$ cat src/rtl/mem_access_ctrl_if.sv
// Data-memory request/response bus used by the MEM-stage access controller.
// The controller drives the request side (master); the memory answers with gnt/rvalid/rdata.
interface mem_access_ctrl_if;
   logic        mem_req;
   logic        mem_we;
   logic [63:0] mem_addr;
   logic [7:0]  mem_be;
   logic [63:0] mem_wdata;
   logic        mem_gnt;
   logic        mem_rvalid;
   logic [63:0] mem_rdata;

   modport master (
      output mem_req, mem_we, mem_addr, mem_be, mem_wdata,
      input  mem_gnt, mem_rvalid, mem_rdata
   );

   modport slave (
      input  mem_req, mem_we, mem_addr, mem_be, mem_wdata,
      output mem_gnt, mem_rvalid, mem_rdata
   );
endinterface

$ cat src/rtl/mem_access_ctrl.sv
// MEM-stage data-memory sequencer: holds the pipeline while an access is outstanding,
// aligns store lanes, extends load data and aborts accesses that never complete.
//
// state | meaning
// IDLE  | no access in flight; decode and launch a new access
// REQ   | mem_req held with stable fields until the memory grants
// WAIT  | load granted, waiting for rvalid
// DONE  | one cycle: pipeline released, rdata_out / error pulses valid
module mem_access_ctrl #(
   parameter int unsigned TIMEOUT_CYC = 255,
   parameter int unsigned CNT_W       = 8
) (
   input  logic               clk,
   input  logic               reset,
   input  logic               mem_read_in,
   input  logic               mem_write_in,
   input  logic [2:0]         funct3_in,
   input  logic [63:0]        addr_in,
   input  logic [63:0]        wdata_in,
   output logic               stall,
   output logic               wb_bubble,
   output logic [63:0]        rdata_out,
   output logic               misalign_err,
   output logic               bus_err,
   mem_access_ctrl_if.master  mem
);

   typedef enum logic [1:0] {S_IDLE, S_REQ, S_WAIT, S_DONE} state_t;

   localparam logic [CNT_W-1:0] TIMEOUT_CNT = TIMEOUT_CYC[CNT_W-1:0];

   state_t            state_q, state_d;
   logic [CNT_W-1:0]  cnt_q, cnt_d;
   logic              req_q, req_d;
   logic              we_q, we_d;
   logic [63:0]       addr_q, addr_d;
   logic [7:0]        be_q, be_d;
   logic [63:0]       wdata_q, wdata_d;
   logic [2:0]        f3_q, f3_d;
   logic [2:0]        off_q, off_d;
   logic [63:0]       rdata_q, rdata_d;
   logic              mis_q, mis_d;
   logic              berr_q, berr_d;

   logic              access;
   logic [2:0]        off_in;
   logic [2:0]        size_mask;
   logic [7:0]        be_base;
   logic              misaligned;
   logic              timeout;
   logic [63:0]       rshift;
   logic [63:0]       rdata_ext;

   assign access     = mem_read_in | mem_write_in;
   assign off_in     = addr_in[2:0];
   assign misaligned = |(off_in & size_mask);
   assign timeout    = (cnt_q == TIMEOUT_CNT);

   always_comb begin
      size_mask = 3'b000;
      be_base   = 8'h01;
      case (funct3_in[1:0])
         2'b00: begin size_mask = 3'b000; be_base = 8'h01; end
         2'b01: begin size_mask = 3'b001; be_base = 8'h03; end
         2'b10: begin size_mask = 3'b011; be_base = 8'h0F; end
         default: begin size_mask = 3'b111; be_base = 8'hFF; end
      endcase
   end

   always_comb begin
      rshift    = mem.mem_rdata >> {off_q, 3'b000};
      rdata_ext = rshift;
      case (f3_q)
         3'b000: rdata_ext = {{56{rshift[7]}},  rshift[7:0]};
         3'b001: rdata_ext = {{48{rshift[15]}}, rshift[15:0]};
         3'b010: rdata_ext = {{32{rshift[31]}}, rshift[31:0]};
         3'b100: rdata_ext = {56'd0, rshift[7:0]};
         3'b101: rdata_ext = {48'd0, rshift[15:0]};
         3'b110: rdata_ext = {32'd0, rshift[31:0]};
         default: rdata_ext = rshift;
      endcase
   end

   always_ff @(posedge clk) begin
      if (reset) begin
         state_q <= S_IDLE;
         cnt_q   <= '0;
         req_q   <= 1'b0;
         we_q    <= 1'b0;
         addr_q  <= '0;
         be_q    <= '0;
         wdata_q <= '0;
         f3_q    <= '0;
         off_q   <= '0;
         rdata_q <= '0;
         mis_q   <= 1'b0;
         berr_q  <= 1'b0;
      end else begin
         state_q <= state_d;
         cnt_q   <= cnt_d;
         req_q   <= req_d;
         we_q    <= we_d;
         addr_q  <= addr_d;
         be_q    <= be_d;
         wdata_q <= wdata_d;
         f3_q    <= f3_d;
         off_q   <= off_d;
         rdata_q <= rdata_d;
         mis_q   <= mis_d;
         berr_q  <= berr_d;
      end
   end

   always_comb begin
      state_d = state_q;
      cnt_d   = cnt_q;
      req_d   = req_q;
      we_d    = we_q;
      addr_d  = addr_q;
      be_d    = be_q;
      wdata_d = wdata_q;
      f3_d    = f3_q;
      off_d   = off_q;
      rdata_d = rdata_q;
      mis_d   = 1'b0;
      berr_d  = 1'b0;
      case (state_q)
         S_IDLE: begin
            if (access) begin
               if (misaligned) begin
                  mis_d   = 1'b1;
                  rdata_d = '0;
                  state_d = S_DONE;
               end else begin
                  addr_d  = {addr_in[63:3], 3'b000};
                  we_d    = mem_write_in & ~mem_read_in;
                  be_d    = be_base << off_in;
                  wdata_d = wdata_in << {off_in, 3'b000};
                  f3_d    = funct3_in;
                  off_d   = off_in;
                  req_d   = 1'b1;
                  cnt_d   = '0;
                  state_d = S_REQ;
               end
            end
         end
         S_REQ, S_WAIT: begin
            // Saturate so a grant landing on the last cycle still leaves WAIT bounded.
            cnt_d = timeout ? cnt_q : cnt_q + CNT_W'(1);
            if (state_q == S_REQ && mem.mem_gnt) begin
               req_d   = 1'b0;
               state_d = we_q ? S_DONE : S_WAIT;
            end else if (state_q == S_WAIT && mem.mem_rvalid) begin
               rdata_d = rdata_ext;
               state_d = S_DONE;
            end else if (timeout) begin
               req_d   = 1'b0;
               berr_d  = 1'b1;
               rdata_d = '0;
               state_d = S_DONE;
            end
         end
         default: state_d = S_IDLE;
      endcase
   end

   always_comb begin
      stall     = access & (state_q != S_DONE);
      wb_bubble = stall;
   end

   assign rdata_out     = rdata_q;
   assign misalign_err  = mis_q;
   assign bus_err       = berr_q;
   assign mem.mem_req   = req_q;
   assign mem.mem_we    = we_q;
   assign mem.mem_addr  = addr_q;
   assign mem.mem_be    = be_q;
   assign mem.mem_wdata = wdata_q;

endmodule

$ cat src/flat_wrapper.sv
// flat-port wrapper written by rule: the top's interface ports become plain ports
module mem_access_ctrl_flat 
#(
   parameter int unsigned TIMEOUT_CYC = 255,
   parameter int unsigned CNT_W       = 8
)
  (clk, reset, mem_read_in, mem_write_in, funct3_in, addr_in, wdata_in, stall, wb_bubble, rdata_out, misalign_err, bus_err, mem_mem_req, mem_mem_we, mem_mem_addr, mem_mem_be, mem_mem_wdata, mem_mem_gnt, mem_mem_rvalid, mem_mem_rdata);
  mem_access_ctrl_if mem_i ();
  input  logic clk;
  input  logic reset;
  input  logic mem_read_in;
  input  logic mem_write_in;
  input  logic [2:0] funct3_in;
  input  logic [63:0] addr_in;
  input  logic [63:0] wdata_in;
  output logic stall;
  output logic wb_bubble;
  output logic [63:0] rdata_out;
  output logic misalign_err;
  output logic bus_err;
  output wire logic [$bits(mem_i.mem_req)-1:0] mem_mem_req;
  output wire logic [$bits(mem_i.mem_we)-1:0] mem_mem_we;
  output wire logic [$bits(mem_i.mem_addr)-1:0] mem_mem_addr;
  output wire logic [$bits(mem_i.mem_be)-1:0] mem_mem_be;
  output wire logic [$bits(mem_i.mem_wdata)-1:0] mem_mem_wdata;
  input wire logic [$bits(mem_i.mem_gnt)-1:0] mem_mem_gnt;
  input wire logic [$bits(mem_i.mem_rvalid)-1:0] mem_mem_rvalid;
  input wire logic [$bits(mem_i.mem_rdata)-1:0] mem_mem_rdata;
  assign mem_mem_req = mem_i.mem_req;
  assign mem_mem_we = mem_i.mem_we;
  assign mem_mem_addr = mem_i.mem_addr;
  assign mem_mem_be = mem_i.mem_be;
  assign mem_mem_wdata = mem_i.mem_wdata;
  assign mem_i.mem_gnt = mem_mem_gnt;
  assign mem_i.mem_rvalid = mem_mem_rvalid;
  assign mem_i.mem_rdata = mem_mem_rdata;
  mem_access_ctrl #(.TIMEOUT_CYC(TIMEOUT_CYC), .CNT_W(CNT_W)) u_core (.clk(clk), .reset(reset), .mem_read_in(mem_read_in), .mem_write_in(mem_write_in), .funct3_in(funct3_in), .addr_in(addr_in), .wdata_in(wdata_in), .stall(stall), .wb_bubble(wb_bubble), .rdata_out(rdata_out), .misalign_err(misalign_err), .bus_err(bus_err), .mem(mem_i));
endmodule
$ cat config.mk
export PLATFORM = sky130hd
export DESIGN_NAME = mem_access_ctrl_flat
export DESIGN_NICKNAME = d
export VERILOG_FILES = /design/src/rtl/mem_access_ctrl_if.sv /design/src/rtl/mem_access_ctrl.sv /design/src/flat_wrapper.sv
export SDC_FILE = /design/constraint.sdc
export NUM_CORES = 1
export LEC_CHECK = 0
export CAP_MARGIN = 20
export CORE_MARGIN = 5
export CORE_UTILIZATION = 46
export CTS_CLUSTER_SIZE = 16
export DETAILED_ROUTE_END_ITERATION = 16
export PLACE_DENSITY = 0.83
export SLEW_MARGIN = 10
export SYNTH_ARGS = -nofsm -noshare
export SYNTH_HDL_FRONTEND = slang
export SYNTH_SLANG_ARGS = --single-unit
$ cat constraint.sdc
create_clock -name clk -period 2.4 [get_ports clk]
set_input_delay 0.36 -clock clk [delete_from_list [all_inputs] [get_ports clk]]
set_output_delay 0.36 -clock clk [all_outputs]
set_load 0.05 [all_outputs]
# Yosys cells after proc, flatten, opt, wreduce, memory -nomap -nowiden
# Index checks and enable logic that the tools add are counted.
# totals
out_inout_bits	206
regBits	217
wordCells	88
in_bits	201
# classes
eq_ne	20
addsub	1
muxes	28
n_reduce_logical	15
bitwise	9
n_shift	3
# op_table
op	n
$pmux 64 s6	1
$mux 64	5
$pmux 64 s2	1
$shl 64x6->64	1
$shr 64x6->64	1
$mux 8	3
$pmux 8 s3	1
$pmux 8 s2	1
$mux 2	5
$reduce_and 5->1	2
$eq 3x3->1 const B	3
$pmux 3 s3	1
$add 8x1->8 const B	1
$eq 8x8->1 const B	1
$mux 1	8
$ne 2x2->1 const B	4
$shl 8x3->8	1
$ne 3x1->1 const B	2
$reduce_or 3->1	2
$not 1->1	5
$eq 2x1->1 const B	2
$eq 2x2->1 const B	2
$logic_not 2->1	2
$ne 2x1->1 const B	2
other kinds (17)	19

# Depth between registers and ports, before layout
# depth
ltp_word	7
depth_mapped	10

# Least setup slack after synthesis
# OpenSTA, ideal clock, no wires.
# synth_path
path_kind	reg2reg
from	reg u_core.state_q[0]
to	reg u_core.rdata_q[32] (netlist: u_core.rdata_out[32])
arrival_time_ns	2.091
path_slack_ns	0.248
setup_ns	0.060
path_stages_with_launch	11
required_ns	2.340
path_cell_list	dfxtp_1 inv_1 ha_1 buf_2 inv_2 a211oi_2 or4b_1 buf_2 a41oi_4 buf_6 a22o_1
# synth_via
elab_chain_cells	5
# synth_rtl
element	line	text
from (decl)	mem_access_ctrl.sv:32	state_t state_q, state_d;
from (signal assigned)	mem_access_ctrl.sv:99	state_q <= state_d;
$eq 2x2->1	mem_access_ctrl.sv:127, mem_access_ctrl.sv:153	
$logic_and 1x1->1	mem_access_ctrl.sv:153	end else if (state_q == S_WAIT && mem.mem_rvalid) begin
$mux 64	mem_access_ctrl.sv:153	
$mux 64	mem_access_ctrl.sv:150	if (state_q == S_REQ && mem.mem_gnt) begin
$pmux 64 s2	mem_access_ctrl.sv:127	case (state_q)
to (signal assigned)	mem_access_ctrl.sv:108	rdata_q <= rdata_d;
to (decl)	mem_access_ctrl.sv:41	logic [63:0] rdata_q, rdata_d;
# Parallel ways exist; a longest one is shown, timed or not. The select of a mux whose other input is x is not followed.
# A chain may end at the register's enable or synchronous reset.

# Worst setup path after layout
# layout_path
from	reg u_core.state_q[1]
to	reg u_core.rdata_q[57] (netlist: u_core.rdata_out[57])
# Same word-level chain as after synthesis.

==> impl_metrics.tcl <==
set metrics [dict create \
    leakagePower_nw 6.15 \
    synth_seq_area_share_pct 38.5 \
    pwr-share-comb_pct 39.6 \
    utilization_pct 69.3 \
    numCtsBuffers 24 \
    ant_nets 0 \
    status "finished, final reports clean" \
    fin_cells 2032 \
    wl_per_cell_um 21.8 \
    grt_overflow_total 0 \
    cp_slowest_cell "or4b_4" \
    clock_sink_count 217 \
    drt_iter0_markers 1401 \
    clock_power_share_pct 28.8 \
    placed_cells 1989 \
    max_stage_delay_ps 580 \
    p_sw_share_pct 37.6 \
    h-tree-depth 1 \
    postSynthAreaPerCell_um2 8.65 \
    cp-startpoint "u_core.state_q[1]" \
    die_x_um 167 \
    final_nets 1898 \
    place_ws_ps -30.3 \
    fin_ws_ps 134 \
    r2r-start "u_core.state_q[1]" \
    grt_pass1_wl_mm 67.8 \
    pin_count 407 \
    ir_drop_mv 0.608 \
    rsz0062_at_grt "false" \
    row_count 57 \
    crit_fanout 32 \
    layout-drive-gt1-share_pct 12.1 \
    r2r_end "u_core.rdata_out[57]" \
    clk_pin_slew_worst_paths_ps 60 \
    setup.worst_path.class "flop to flop" \
    post_cts_buffers 0 \
    wirelength_mm 44.3 \
    maxCapViolCount 0 \
    core_area_um2 24200 \
    path_cells "inv_1, ha_1, nand2_1, nand4_1, or4b_4, a41oi_4, buf_12, a22o_1" \
    powerDensity_nw_per_um2 807 \
    syn-instance-count 1303 \
    grt_use_total_pct 30.0 \
    rrSetupSlack_ps 130 \
    fin_crit_sh_pct 94.4 \
    antenna_found_initial 1 \
    ys_ff_latch 217 \
    cts_resized 0 \
    ys.flop_type "dfxtp_1" \
    start_kind "flop" \
    dpl.hpwl_mm 33.4 \
    synth.distinct_cells 62 \
    die_h_um 167 \
    ys.warnings.count 0 \
    worst_setup_path_end_kind "flop" \
    setup_violations 0 \
    synth.area.top_cells "dfxtp_1 39%, mux4_2 7.8%, nand2_1 7.0%" \
    fp.dieArea_um2 27700 \
    via_count 12000 \
    cts_tree "done" \
    power_frac_seq_pct 31.5 \
    ff2ff_path_depth 8 \
    hold_viol_final 0 \
    netlist.area_leader.share_pct 38.5 \
    hp-class "input port to flop" \
    finalPower_mw 13.6 \
    slew_headroom_pct 41.2 \
    async_reset_ff_share_pct 0 \
    root_buffer "clkbuf_16" \
    place.gp.congestion 0.988 \
    grt_pass1_vias 12000 \
    synth_area_um2 11300 \
    slew_violations 0 \
    fin_crit_ps 2270 \
    worst_pin_slew_ps 878 \
    initial_core_util_pct 46.5 \
    clk_latency_ps 520 \
    synth_top_area_cell "dfxtp_1" \
    synth_edf_count 0 \
    switchingPower_mw 5.10 \
    grt_max_degree 55 \
    viasPerCell 5.93 \
    max_clock_freq_mhz 441 \
    post-route-drc-count 0 \
    crit_arrival_ps 2710 \
    firstDrtPassIters 5 \
    area_delta_synth_final_pct 49.0 \
    crit_required_ps 2850 \
    finClkSkew_ps 15.2 \
    p_int_mw 8.46 \
    fin_setup_tns_ps 0 \
    crit_end "u_core.rdata_out[57]" \
    clockBufferDepth 3 \
    port-buffer-count 403 \
    cts_hold_repair.buffers 0 \
]
-- final cells by class --
| type | count | area [um2] |
|---|---|---|
| inverter | 11 | 41.3 |
| sequential | 217 | 4350 |
| antenna | 1 | 2.50 |
| timing repair buffer | 485 | 4820 |
| tap | 324 | 405 |
| fill | 1866 | 7440 |
| clock buffer | 32 | 682 |
| clock inverter | 10 | 153 |
| multi-input combinational | 952 | 6350 |
-- metal layers --
metal  GRT usage [%]  up-vias  share of wire, %
li1                -     5493                 -
met1            35.2     5658                35
met2            50.9      770                48
met3            9.69      121                12
met4            12.3        0               4.6
met5               0        -                 0
-- metrics by stage --
stage | cell area, um2 | hold WS, ps
2_1_floorplan | 11300 | 456
3_3_place_gp | 16000 | 439
3_5_place_dp | 16000 | 445
4_1_cts | 16800 | 151
5_1_grt | 16800 | 194
6_report | 16800 | 174
-- logic make-up (layout without fill, tap and decap cells) --
group | Yosys count | count (layout) | synth area share, %
AO/OA/AOI/OAI | 385 | 385 | 22.9
XOR/XNOR | 3 | 3 | 0.233
adder cells (fa/ha/maj) | 6 | 6 | 0.666
buffers and inverters | 136 | 538 | 5.57
flip-flops | 217 | 217 | 38.5
multiplexers | 120 | 120 | 15.2
other | 1 | 4 | 0.0333
AND/OR/NAND/NOR | 435 | 435 | 16.9
-- placed cells by master, fill, tap and decap left out, types with 6 or more instances in the layout --
| cell type | Yosys | final |
|---|---|---|
| a21oi_1 | 144 | 144 |
| nand3_1 | 35 | 35 |
| buf_4 | 7 | 71 |
| nor2_1 | 100 | 100 |
| a21o_1 | 8 | 8 |
| mux2_2 | 15 | 15 |
| ha_1 | 6 | 6 |
| o211ai_1 | 13 | 13 |
| nand2b_1 | 11 | 11 |
| a22o_1 | 56 | 56 |
| and3_1 | 9 | 9 |
| o22ai_1 | 16 | 16 |
| nor2b_1 | 11 | 11 |
| o21ba_2 | 7 | 7 |
| or3_1 | 20 | 20 |
| o21ai_0 | 50 | 50 |
| dfxtp_1 | 217 | 215 |
| inv_1 | 10 | 10 |
| clkdlybuf4s50_1 | 0 | 398 |
| a22oi_1 | 10 | 10 |
| mux2i_1 | 65 | 65 |
| clkbuf_16 | 0 | 25 |
| buf_12 | 0 | 15 |
| o211a_1 | 8 | 8 |
| nor3_1 | 14 | 13 |
| a221oi_1 | 16 | 16 |
| o2bb2ai_1 | 7 | 7 |
| a211oi_1 | 25 | 25 |
| nand2_1 | 211 | 211 |
| mux4_2 | 39 | 39 |
-- worst min path at each step --
stage	from	end	slack (ps)	cells past startpoint
floorplan	u_core.cnt_q[5]	u_core.cnt_q[5]	460	2
global placement	u_core.mem.mem_wdata[31]	u_core.mem.mem_wdata[31]	440	2
detailed placement	u_core.mem.mem_be[1]	u_core.mem.mem_be[1]	450	2
CTS	reset	u_core.off_q[0]	150	2
global route	reset	u_core.f3_q[1]	190	2
finish	reset	u_core.state_q[1]	170	2
-- sequential cells by signal, indices dropped and copies added, names as in the netlist --
name	cells
u_core.bus_err	1
u_core.cnt_q	8
u_core.f3_q	3
u_core.mem.mem_addr	61
u_core.mem.mem_be	8
u_core.mem.mem_req	1
u_core.mem.mem_wdata	64
u_core.mem.mem_we	1
u_core.misalign_err	1
u_core.off_q	3
u_core.rdata_out	64
u_core.state_q	2
-- cell usage after synthesis (all sizes together), types with 13 or more instances --
| library cell | instances |
|---|---|
| nor2 | 100 |
| a22o | 56 |
| o22ai | 16 |
| buf | 62 |
| clkbuf | 63 |
| nand3 | 35 |
| or3 | 20 |
| mux2i | 65 |
| mux4 | 39 |
| mux2 | 16 |
| o211ai | 13 |
| nor3 | 14 |
| a221oi | 16 |
| dfxtp | 217 |
| a21oi | 144 |
| o21ai | 51 |
| a211oi | 26 |
| nand2 | 211 |
-- power groups by stage --
stage | logic (mW) | clock network, mW | registers, mW
after floorplan | 2.17 | 0 | 5.42
after global placement | 5.22 | 0 | 4.32
after detailed placement | 5.31 | 0 | 4.33
after CTS | 5.35 | 3.97 | 4.27
after global routing | 5.70 | 4.11 | 4.31
final | 5.38 | 3.91 | 4.27
-- worst max-delay path, delay by kind of cell, from the launching register on --
family | cells | cell delay [ps]
compound gates | 2 | 380
fa+ha+maj | 1 | 220
simple gates | 3 | 810
buf+inv | 2 | 320
flops | 1 | 440
Power figures use the tool's default switching activity.
